File: src/rtl/pipe_hazard_ctrl.sv
// Hazard and sequencing controller for a 5-stage RISC-V pipeline: load-use stalls,
// taken-branch flushes resolved at EX/MEM, and a data-memory handshake that freezes the pipe.
module pipe_hazard_ctrl #(
  parameter int MEM_TIMEOUT = 15,
  parameter int CNT_W       = 16
) (
  input  logic             clk,
  input  logic             rst_n,
  input  logic [4:0]       rs1_ifid,
  input  logic [4:0]       rs2_ifid,
  input  logic [4:0]       rd_idex,
  input  logic             memread_idex,
  input  logic             branch_exmem,
  input  logic             zero_exmem,
  input  logic             memread_exmem,
  input  logic             memwrite_exmem,
  input  logic             mem_ready,
  output logic             mem_req,
  output logic             pcsrc,
  output logic             stall_pc,
  output logic             stall_ifid,
  output logic             bubble_idex,
  output logic             flush_ifid,
  output logic             flush_exmem,
  output logic             freeze,
  output logic             mem_timeout_err,
  output logic [CNT_W-1:0] stall_cnt
);

  localparam logic [0:0] ST_RUN      = 1'b0;
  localparam logic [0:0] ST_MEM_WAIT = 1'b1;
  localparam logic [7:0] TIMEOUT_VAL = 8'(MEM_TIMEOUT);

  logic [0:0]       state_q, state_d;
  logic [7:0]       wait_cnt_q, wait_cnt_d;
  logic             err_q, err_d;
  logic [CNT_W-1:0] stall_cnt_q, stall_cnt_d;

  logic in_wait;
  logic access;
  logic taken;
  logic load_use;
  logic wait_start;
  logic branch_go;
  logic load_use_go;

  // Hazard decode and control outputs; everything here is purely combinational.
  always_comb begin
    in_wait     = (state_q == ST_MEM_WAIT);
    access      = memread_exmem | memwrite_exmem;
    taken       = branch_exmem & zero_exmem;
    load_use    = memread_idex & (rd_idex != 5'd0) &
                  ((rd_idex == rs1_ifid) | (rd_idex == rs2_ifid));
    wait_start  = !in_wait & access & !mem_ready;
    // A branch sharing its EX/MEM slot with a stalled access waits until the access completes.
    branch_go   = taken & !in_wait & !wait_start;
    load_use_go = load_use & !taken & !in_wait;

    // NOTE: every combinational output gets a default first so no latch is inferred.
    mem_req     = 1'b0;
    pcsrc       = 1'b0;
    stall_pc    = 1'b0;
    stall_ifid  = 1'b0;
    bubble_idex = 1'b0;
    flush_ifid  = 1'b0;
    flush_exmem = 1'b0;
    freeze      = 1'b0;

    if (rst_n) begin
      mem_req     = in_wait | access;
      freeze      = in_wait;
      pcsrc       = branch_go;
      flush_ifid  = branch_go;
      flush_exmem = branch_go;
      stall_pc    = load_use_go;
      stall_ifid  = load_use_go;
      bubble_idex = branch_go | load_use_go;
    end
  end

  // Memory handshake FSM, timeout tracking and stall accounting.
  always_comb begin
    state_d     = state_q;
    wait_cnt_d  = wait_cnt_q;
    err_d       = err_q;
    stall_cnt_d = stall_cnt_q;

    case (state_q)
      ST_RUN: begin
        if (wait_start) begin
          state_d    = ST_MEM_WAIT;
          wait_cnt_d = 8'd1;
        end
      end
      ST_MEM_WAIT: begin
        if (mem_ready) begin
          state_d    = ST_RUN;
          wait_cnt_d = 8'd0;
        end else if (wait_cnt_q == TIMEOUT_VAL) begin
          state_d    = ST_RUN;
          wait_cnt_d = 8'd0;
          err_d      = 1'b1;
        end else begin
          wait_cnt_d = wait_cnt_q + 8'd1;
        end
      end
      default: begin
        state_d    = ST_RUN;
        wait_cnt_d = 8'd0;
      end
    endcase

    if ((freeze | stall_pc) && (stall_cnt_q != {CNT_W{1'b1}})) begin
      stall_cnt_d = stall_cnt_q + CNT_W'(1);
    end
  end

  // NOTE: state uses non-blocking assignments and a synchronous reset sampled on the clock edge.
  always_ff @(posedge clk) begin
    if (!rst_n) begin
      state_q     <= ST_RUN;
      wait_cnt_q  <= 8'd0;
      err_q       <= 1'b0;
      stall_cnt_q <= '0;
    end else begin
      state_q     <= state_d;
      wait_cnt_q  <= wait_cnt_d;
      err_q       <= err_d;
      stall_cnt_q <= stall_cnt_d;
    end
  end

  assign mem_timeout_err = err_q;
  assign stall_cnt       = stall_cnt_q;

endmodule

File: config.mk
export PLATFORM = sky130hd
export DESIGN_NAME = pipe_hazard_ctrl
export DESIGN_NICKNAME = d
export VERILOG_FILES = /design/src/rtl/pipe_hazard_ctrl.sv
export SDC_FILE = /design/constraint.sdc
export NUM_CORES = 1
export LEC_CHECK = 0
export ABC_AREA = 1
export CAP_MARGIN = 20
export CORE_MARGIN = 2
export CORE_UTILIZATION = 40
export DETAILED_ROUTE_END_ITERATION = 8
export GPL_ROUTABILITY_DRIVEN = 0
export PLACE_DENSITY = 0.75
export SKIP_LAST_GASP = 1
export SYNTH_ARGS = -nofsm -noshare
export SYNTH_HDL_FRONTEND = slang
export SYNTH_SLANG_ARGS = --single-unit
File: constraint.sdc
create_clock -name clk -period 2.1 [get_ports clk]
set_input_delay 0.21 -clock clk [delete_from_list [all_inputs] [get_ports clk]]
set_output_delay 0.21 -clock clk [all_outputs]
set_load 0.005 [all_outputs]
==> flow_summary.json <==
{
  "yosys-top-cells-area": "dfxtp_1, nand2_1, nor2_1",
  "num_vias": 1693,
  "fill_cells": 403,
  "root_buffer": "clkbuf_8",
  "worstPathRequired_ns": 1.89,
  "synth_top_area_share_pct": 31.90,
  "synth_top_area_cell": "dfxtp_1",
  "hold_buffers": 0,
  "hp-class": "register to register",
  "power.leakage_uw": 0.001042,
  "setup_viol_count_final": 0,
  "avgSynthCellArea_um2": 6.204,
  "status": "complete, no violations",
  "worst_slew_pin_slew_ns": 0.3702,
  "cp_max_fo": 3,
  "n_antenna_cell": 0,
  "final_antenna_net_count": 0,
  "path_class": "input pin to output port",
  "netlist_instances": 263,
  "grt_pass1_wl_um": 5878,
  "initial_utilization_pct": 41.08,
  "holdWs_ns": 0.4636,
  "powerDensity_nw_per_um2": 450.6,
  "critPathBufInv": 4,
  "finalMaxSlewViolations": 0,
  "arrival_ns": 1.82,
  "crit_chain": "clkdlybuf4s50_1, nor2_1, nor2_1, nor2_1, inv_1, nor2_1, inv_1, nor2_2, clkdlybuf4s50_1",
  "ys_seq_area_share_pct": 31.90,
  "rows": 23,
  "p_total_uw": 1003,
  "whs_path_depth": 2,
  "regArea_um2": 520.5,
  "wl_met1_um": 1633,
  "finalCritPeriodShare_pct": 96.76,
  "dr_wl_met2_um": 1667,
  "placed_area_um2": 2148,
  "rsz0062_at_grt": "true",
  "critPathMaxStageDelay_ns": 0.52,
  "ir_worst_vdd_mv": 0.3241,
  "portBuffers": 47,
  "wl_um": 3479,
  "cp_common_cell": "nor2_1",
  "period_needed_ns": 2.032,
  "first_global_vias": 1476,
  "wl_per_cell_um": 9.610,
  "layout-drive-gt1-share_pct": 11.54,
  "yosys.cell_types.count": 25,
  "critPathLaunchType": "input pin",
  "relSlewSlack_pct": 75.09,
  "rr_worst_depth": 10,
  "timing.fmax_mhz": 492.2,
  "grt_usage_pct": 16.30,
  "insertion_delay_ns": 0.27,
  "multi_input_area_um2": 893.4,
  "dr.pass1.iters": 4,
  "wl_met3_um": 159,
  "clock-sinks": 26,
  "cts_max_level": 1,
  "worstSetupPathDepth": 9,
  "layout.nets": 338,
  "skew_ns": 0.008755,
  "ys_ff_latch": 26,
  "syn_to_final_growth_pct": 36.43,
  "top_level_ports": 48,
  "hpwl_um": 2672,
  "core-area_um2": 3971,
  "die_y_um": 67.87,
  "clk_pin_slew_ns": 0.08,
  "cpMaxStageDelayCell": "clkdlybuf4s50_1",
  "critPathCaptureType": "output port",
  "ctsLongestPathBuffers": 2,
  "synth_area_um2": 1632,
  "grt_max_degree": 33,
  "top_layer_used": "met4",
  "final_cell_mix": "nand2_1, clkdlybuf4s50_1, nor2_1, inv_1, dfxtp_1",
  "hold_violations": 0,
  "postLayoutCellArea_um2": 2226,
  "drc": 0,
  "cap_violations": 0,
  "die_width_um": 67.87,
  "drtIter0Drc": 98,
  "dieArea_um2": 4606,
  "via_per_inst": 4.677,
  "gr-total-overflow": 0,
  "final_common_cell": "nand2_1",
  "cts_made_buffers": 3,
  "cts_tree": "done",
  "synth_fp_nets": 288,
  "crit_family": "buffers and inverters",
  "yosys_warnings": 0,
  "antenna_found_initial": 0
}
==> layer usage <==
metal / track usage (%) / vias to the layer above
li1: - / 922
met4: 3.750 / 0
met1: 19.66 / 735
met5: 0 / -
met2: 29.53 / 34
met3: 3.454 / 2
==> path summary, 6_finish.rpt <==
check | from | endpoint | slack [ns]
setup / recovery | memwrite_exmem | flush_exmem | 0.07
hold / removal | mem_timeout_err$_SDFFE_PN0P_ | mem_timeout_err$_SDFFE_PN0P_ | 0.46
setup reg to reg | stall_cnt[0]$_SDFFE_PN0P_ | stall_cnt[15]$_SDFFE_PN0P_ | 0.23
hold reg to reg | mem_timeout_err$_SDFFE_PN0P_ | mem_timeout_err$_SDFFE_PN0P_ | 0.46
==> Yosys cell counts, drive strengths merged <==
library cell / number
o22ai: 1
a21oi: 24
nor2: 46
ha: 2
xnor2: 2
o21ai: 4
dfxtp: 26
buf: 9
a31oi: 1
nand2: 72
o31ai: 1
a31o: 1
nor3b: 1
nor4: 1
nand3: 30
nand4: 2
inv: 39
nor3: 1
==> sequential cells by signal, summed over array words and instances, names as in the netlist <==
name	cells
mem_timeout_err	1
wait_cnt_q	8
stall_cnt	16
in_wait	1
==> what timing repair did <==
action,4_1_cts,5_1_grt
buffers inserted,0,1
resized for setup,0,7
endpoints found under the setup margin,0,6
==> final cells by class <==
cell class / instances / area share [%]
Clock buffer: 4 / 2.473
Inverter: 39 / 6.577
Multi-Input combinational cell: 189 / 40.14
Sequential cell: 26 / 23.38
Tap cell: 50 / 2.811
Timing Repair Buffer: 54 / 24.62
==> worst min-delay path, cell delays in order, from the launching register on <==
cell     delay, ns
dfxtp_1       0.32
nand2_1       0.05
o31ai_1       0.05
==> logic make-up after synthesis <==
family / count (synthesis) / share of synthesized area [%]
simple gates: 153 / 41.64
buf+inv: 48 / 13.50
flops: 26 / 31.90
compound gates: 32 / 10.35
fa+ha+maj: 2 / 1.533
xor+xnor: 2 / 1.074
==> stage by stage <==
step	utilization, %	worst slack [ns]	TNS [ns]	instances
floorplan	-	0.5486	0	263
global placement	54.10	0.06453	0	357
detailed placement	54.10	0.02489	0	357
CTS	55.48	0.006972	0	361
global route	56.05	-0.04149	-0.07130	362
finish	56.05	0.06811	0	362
==> power by group <==
part           total, uW  internal (uW)  switching, uW
Clock                323            168            155
Sequential           507            500           7.50
Combinational        173           93.6           79.2
No activity file was read; power rests on OpenSTA's default activity.
